$ cat config.mk
export PLATFORM = sky130hd
export DESIGN_NAME = stream_led_multi_flat
export DESIGN_NICKNAME = d
export VERILOG_FILES = /design/src/rtl/stream_led_multi_if.sv /design/src/rtl/stream_led_multi.sv /design/src/flat_wrapper.sv
export SDC_FILE = /design/constraint.sdc
export NUM_CORES = 1
export LEC_CHECK = 0
export CAP_MARGIN = 30
export CORE_MARGIN = 2
export CORE_UTILIZATION = 41
export CTS_BUF_LIST = sky130_fd_sc_hd__clkbuf_8
export DETAILED_ROUTE_END_ITERATION = 10
export PLACE_DENSITY = 0.69
export RECOVER_POWER = 100
export SETUP_SLACK_MARGIN = 0.3
export SLEW_MARGIN = 20
export SYNTH_ARGS = -nofsm -noshare
export SYNTH_HDL_FRONTEND = slang
export SYNTH_SLANG_ARGS = --single-unit
export TNS_END_PERCENT = 1
$ cat constraint.sdc
create_clock -name clk -period 4.4 [get_ports clk]
set_input_delay 1.32 -clock clk [delete_from_list [all_inputs] [get_ports clk]]
set_output_delay 1.32 -clock clk [all_outputs]
set_load 0.02 [all_outputs]
$ cat src/rtl/stream_led_multi_if.sv
// Control and LED-bank signals of the multi-pattern running-light engine.
// The master drives mode/speed/pause; the engine (slave) drives the LED bank and strobes.
interface stream_led_multi_if #(
    parameter int N_LED = 8
);
    logic [1:0]       mode;
    logic [1:0]       speed;
    logic             pause;
    logic [N_LED-1:0] led_io;
    logic             tick;
    logic             wrap;

    modport master (
        output mode, speed, pause,
        input  led_io, tick, wrap
    );

    modport slave (
        input  mode, speed, pause,
        output led_io, tick, wrap
    );
endinterface

$ cat src/rtl/stream_led_multi.sv
// Multi-pattern running-light engine: tick divider with speed select and pause,
// four patterns (LEFT, RIGHT, BOUNCE, FILL) whose switches take effect on a tick.
module stream_led_multi #(
    parameter int N_LED   = 8,
    parameter int DIV_CNT = 5_000_000
) (
    input  logic               clk,
    input  logic               reset,
    stream_led_multi_if.slave  bus
);
    localparam int CW  = $clog2(DIV_CNT * 8);
    localparam int CW1 = CW + 1;
    localparam logic [CW:0]      BASE       = CW1'(DIV_CNT);
    localparam logic [N_LED-1:0] INIT_LOW   = N_LED'(1);
    localparam logic [N_LED-1:0] INIT_HIGH  = N_LED'(1) << (N_LED - 1);
    localparam logic [N_LED-1:0] ALL_ONES   = '1;

    typedef enum logic [1:0] {
        LEFT   = 2'd0,
        RIGHT  = 2'd1,
        BOUNCE = 2'd2,
        FILL   = 2'd3
    } mode_e;

    typedef enum logic {
        UP   = 1'b0,
        DOWN = 1'b1
    } dir_e;

    logic [CW-1:0]    cnt;
    logic [CW:0]      limit;
    logic             at_limit;
    mode_e            act_mode;
    mode_e            req_mode;
    dir_e             dir;
    dir_e             nxt_dir;
    logic [N_LED-1:0] led;
    logic [N_LED-1:0] nxt_led;
    logic             nxt_wrap;
    logic             tick_q;
    logic             wrap_q;

    function automatic logic [N_LED-1:0] init_of(mode_e m);
        case (m)
            LEFT, BOUNCE: return INIT_LOW;
            RIGHT:        return INIT_HIGH;
            default:      return '0;
        endcase
    endfunction

    assign req_mode = mode_e'(bus.mode);

    // The compare uses >= so that lowering speed mid-count fires at once
    // instead of wrapping the counter all the way around.
    assign limit    = (BASE << bus.speed) - CW1'(1);
    assign at_limit = ({1'b0, cnt} >= limit);

    // NOTE: every output of an always_comb gets a default first; a branch that
    // forgets one would otherwise infer a latch.
    always_comb begin
        nxt_led  = led;
        nxt_dir  = dir;
        nxt_wrap = 1'b0;
        case (act_mode)
            LEFT: begin
                nxt_led  = {led[N_LED-2:0], led[N_LED-1]};
                nxt_wrap = (nxt_led == INIT_LOW);
            end
            RIGHT: begin
                nxt_led  = {led[0], led[N_LED-1:1]};
                nxt_wrap = (nxt_led == INIT_HIGH);
            end
            BOUNCE: begin
                if (dir == UP) begin
                    nxt_led = led << 1;
                    if (nxt_led[N_LED-1]) nxt_dir = DOWN;
                end else begin
                    nxt_led = led >> 1;
                    if (nxt_led[0]) nxt_dir = UP;
                end
                nxt_wrap = (nxt_led == INIT_LOW);
            end
            default: begin
                nxt_led  = (led == ALL_ONES) ? '0 : {led[N_LED-2:0], 1'b1};
                nxt_wrap = (nxt_led == '0);
            end
        endcase
    end

    // NOTE: state registers use non-blocking assignments and the asynchronous
    // reset, so every register here sees the same pre-edge values.
    always_ff @(posedge clk or negedge reset) begin
        if (!reset) begin
            cnt      <= '0;
            act_mode <= LEFT;
            dir      <= UP;
            led      <= INIT_LOW;
            tick_q   <= 1'b0;
            wrap_q   <= 1'b0;
        end else if (bus.pause) begin
            tick_q <= 1'b0;
            wrap_q <= 1'b0;
        end else if (at_limit) begin
            cnt    <= '0;
            tick_q <= 1'b1;
            if (req_mode != act_mode) begin
                // A switch loads the new pattern's start and does not count as a wrap.
                act_mode <= req_mode;
                led      <= init_of(req_mode);
                dir      <= UP;
                wrap_q   <= 1'b0;
            end else begin
                led    <= nxt_led;
                dir    <= nxt_dir;
                wrap_q <= nxt_wrap;
            end
        end else begin
            cnt    <= cnt + 1'b1;
            tick_q <= 1'b0;
            wrap_q <= 1'b0;
        end
    end

    assign bus.led_io = led;
    assign bus.tick   = tick_q;
    assign bus.wrap   = wrap_q;
endmodule
$ cat src/flat_wrapper.sv
// flat-port wrapper written by rule: the top's interface ports become plain ports
module stream_led_multi_flat 
#(
    parameter int N_LED   = 8,
    parameter int DIV_CNT = 5_000_000
)
  (clk, reset, bus_mode, bus_speed, bus_pause, bus_led_io, bus_tick, bus_wrap);
  stream_led_multi_if #(.N_LED(N_LED)) bus_i ();
  input  logic clk;
  input  logic reset;
  input wire logic [$bits(bus_i.mode)-1:0] bus_mode;
  input wire logic [$bits(bus_i.speed)-1:0] bus_speed;
  input wire logic [$bits(bus_i.pause)-1:0] bus_pause;
  output wire logic [$bits(bus_i.led_io)-1:0] bus_led_io;
  output wire logic [$bits(bus_i.tick)-1:0] bus_tick;
  output wire logic [$bits(bus_i.wrap)-1:0] bus_wrap;
  assign bus_i.mode = bus_mode;
  assign bus_i.speed = bus_speed;
  assign bus_i.pause = bus_pause;
  assign bus_led_io = bus_i.led_io;
  assign bus_tick = bus_i.tick;
  assign bus_wrap = bus_i.wrap;
  stream_led_multi #(.N_LED(N_LED), .DIV_CNT(DIV_CNT)) u_core (.clk(clk), .reset(reset), .bus(bus_i));
endmodule
==> results of run 1 <==
==> path summary, 6_finish.rpt <==
kind / start / end / slack (ns) / depth (start not counted)
worst max-delay path: bus_speed[1] / u_core.act_mode[1] / 0.38 / 12
worst min-delay path: u_core.cnt[1] / u_core.cnt[1] / 0.55 / 2
worst max register to register: u_core.cnt[6] / u_core.act_mode[1] / 1.92 / 7
worst min register to register: u_core.cnt[1] / u_core.cnt[1] / 0.55 / 2
max in group asynchronous: reset / u_core.cnt[0] / 1.49 / 2
min in group asynchronous: reset / u_core.cnt[19] / 0.93 / 1
==> registers in the layout, indices dropped and copies added (netlist names) <==
register / count
u_core.act_mode: 2
u_core.bus.led_io: 8
u_core.bus.tick: 1
u_core.bus.wrap: 1
u_core.cnt: 26
u_core.dir: 1
==> worst register-to-register path: cells and delay by family, from the launching register on <==
family                   cells  cell delay [ns]
buffers and inverters        1             0.04
AND/OR/NAND/NOR              2             0.84
adder cells (fa/ha/maj)      1             0.33
AO/OA/AOI/OAI                2             0.37
flip-flops                   1             0.45
multiplexers                 1             0.34
==> kinds of logic after synthesis <==
kind of cell | count (synthesis) | synth area share (%)
AO/OA/AOI/OAI | 50 | 12.5
XOR/XNOR | 22 | 7.01
adder cells (fa/ha/maj) | 28 | 12.7
buffers and inverters | 26 | 4.69
flip-flops | 39 | 35.5
multiplexers | 11 | 5.10
AND/OR/NAND/NOR | 123 | 22.4
==> area by class of cell <==
class / count / area [um2] / area share [%]
multi-input combinational: 235 / 1660 / 53.2
clock inverter: 3 / 12.5 / 0.401
timing repair buffer: 28 / 240 / 7.70
clock buffer: 5 / 68.8 / 2.21
tap: 77 / 96.3 / 3.09
inverter: 17 / 63.8 / 2.04
sequential: 39 / 977 / 31.3
==> power breakdown <==
| part | internal (W) | switching [W] |
|---|---|---|
| Sequential | 0.000403 | 0.0000626 |
| Combinational | 0.000107 | 0.000135 |
| Clock | 0.000107 | 0.000131 |
| Total | 0.000617 | 0.000329 |
==> routing by layer <==
metal  routed length, um  up-vias  GRT usage (%)  share of wire, %
li1                    -     1121              -                 -
met1                2930     1086           23.7                50
met2                2620       46           25.8                45
met3                 195        7           2.60               3.3
met4                  82        0           5.19               1.4
met5                   0        -              0                 0
==> through the flow <==
stage | utilization [%] | instance area (um2) | total power, W | hold WS [ns] | cells
6_report | 48.6 | 3120 | 0.000945 | 0.545 | 404
5_1_grt | 48.6 | 3120 | 0.00101 | 0.585 | 404
4_1_cts | 48.1 | 3090 | 0.000953 | 0.550 | 401
3_5_place_dp | 46.9 | 3010 | 0.000712 | 0.529 | 393
3_3_place_gp | 46.9 | 3010 | 0.000705 | 0.522 | 393
2_1_floorplan | - | 2750 | 0.000637 | 0.490 | 299
==> repair_timing <==
item / CTS / global route
gates resized for setup: 0 / 9
pin swaps: 1 / 2
cloned: 0 / 1
setup buffers: 0 / 1
setup endpoints to repair: 2 / 34
==> layout by cell type, fill, tap and decap left out, types with 3 or more instances in the layout <==
cell,count
xor2_1,9
nor2_1,38
a21oi_1,9
mux2_1,5
a22oi_1,6
o21ai_0,8
xnor2_1,13
or2_2,3
clkdlybuf4s50_1,5
nor3_1,8
buf_4,8
clkbuf_8,5
inv_1,17
a31oi_1,5
clkbuf_1,3
o211ai_1,5
nand2_1,22
dlygate4sd3_1,10
mux2_2,4
and3_1,4
ha_1,27
nor4_1,3
nand4_1,13
dfrtp_1,38
nand3_1,15
==> impl_metrics.csv, run 1 <==
group,metric,value,unit
status,status,"complete, but fails checks",
status,failed_checks,"max-capacitance violations, max-slew violations",
setup_path,crit_required,4.58,ns
clock_network,cts.sinks,39,
setup_path,crit_family,"simple AND/OR/NAND/NOR gates",
timing,fin_skew,0.00614,ns
power,power_leakage,1.42,nW
synthesis,synth_edf_count,0,
synthesis,syn_area_per_cell,9.19,um2
die,fp.dieW,85.9,um
clock_network,ctsHoldBuffers,0,
routing,routedWlPerCell,14.4,um
timing,timing.final.ws_setup,0.384,ns
setup_path,path_cells,"clkdlybuf4s50_1 -> buf_4 -> ha_1 -> nor3b_1 -> nand3_1 -> xnor2_1 -> ha_1 -> nand4_1 -> or2_2 -> nor3b_4 -> o21a_4 -> mux2_2",
routing,drc,0,
global_route,gr-usage-all-layers,16.6,%
synthesis,async_flop_share,100,%
setup_path,crit_path_end_kind,"flop",
power,ir_worst_vdd,174,uV
synthesis,netlist_instances,299,
synthesis,synth_top_area_share,34.6,%
setup_path,path_max_fanout,7,
synthesis,synth_cell_types,47,
routing,drtPass1Iterations,6,
setup_path,worst_path_max_delay_cell,"clkdlybuf4s50_1",
timing,timing.final.setup_violations,0,
job,drv_cap,1,
global_route,grt_pass1_wl,9.92,mm
timing,worst_pin_slew,1.75,ns
die,fp.dieH,85.9,um
timing,max_freq,0.249,GHz
die,die_area,0.00738,mm2
die,io_pins,17,
placement,port_buffers,16,
die,fp-row-count,29,
clock_network,htreeDepth,2,
die,placeableCoreArea,0.00642,mm2
global_route,grt_overflow_total,0,
timing,fin_crit_sh,91.3,%
setup_path,crit_top_cell,"ha_1",
global_route,antenna_found_initial,0,
clock_network,cts_tree,"yes",
layout,drive_above_1_share,10.1,%
setup_path,max_stage_delay,0.49,ns
synthesis,synth_commonest_cells,"dfrtp_1, nor2_1, ha_1, nand2_1, inv_1",
layout,syn_to_final_growth,13.5,%
setup_path,critPathBufInv,2,
setup_path,critical_path_arrival,4.20,ns
clock_network,path_clk_slew,0.07,ns
routing,dr.first_iter.drc_count,135,
setup_path,critical_path_class,"in -> reg",
layout,fillCellCount,594,
timing,hold_viol,0,
global_route,grt_start_max_net_pins,40,
timing,fin_crit,4.02,ns
setup_path,start_kind,"primary input",
clock_network,clk_path_buf_depth,2,
die,start_util,42.8,%
layout,num-nets-final,361,
synthesis,yosysSeqAreaShare,35.5,%
synthesis,synth-main-ff-cell,"dfrtp_1",
routing,routed_wl,5.83,mm
min_path,hold_class,"reg -> reg",
clock_network,clk_latency,0.29,ns
timing,rsz0062_at_grt,"true",
routing,route.vias.total,2260,
layout,n_antenna_cell,0,
synthesis,yosys.area.top_type,"dfrtp_1",
clock_network,cts_root_buf,"clkbuf_8",
placement,gp_congestion,0.786,
placement,dp_hpwl,4.12,mm
synthesis,synth_area_leaders,"dfrtp_1, ha_1, nor2_1",
synthesis,synth_seq_cells,39,
synthesis,yosysWarnings,0,
synthesis,syn_area,0.00275,mm2
timing,drv_slew,32,
clock_network,numCtsBuffers,5,
routing,antenna_left,0,
timing,timing.slew.headroom,-16.7,%
synthesis,synthesis.nets,334,
routing,viasPerCell,5.59,
global_route,first_global_vias,2145,
power,powerDensity,303,mW/mm2
placement,place_ws,0.00448,ns
timing,final.setup.tns,0,ns
(Power assumes the default switching activity.)
==> run 2: changes to the inputs <==
--- a/config.mk
+++ b/config.mk
@@ -13,6 +13,7 @@
 export PLACE_DENSITY = 0.69
 export RECOVER_POWER = 100
 export SETUP_SLACK_MARGIN = 0.3
+export SKIP_LAST_GASP = 1
 export SLEW_MARGIN = 20
 export SYNTH_ARGS = -nofsm -noshare
 export SYNTH_HDL_FRONTEND = slang
==> results of run 2 <==
The final DEF is identical to that of run 1; final timing and power are the same.
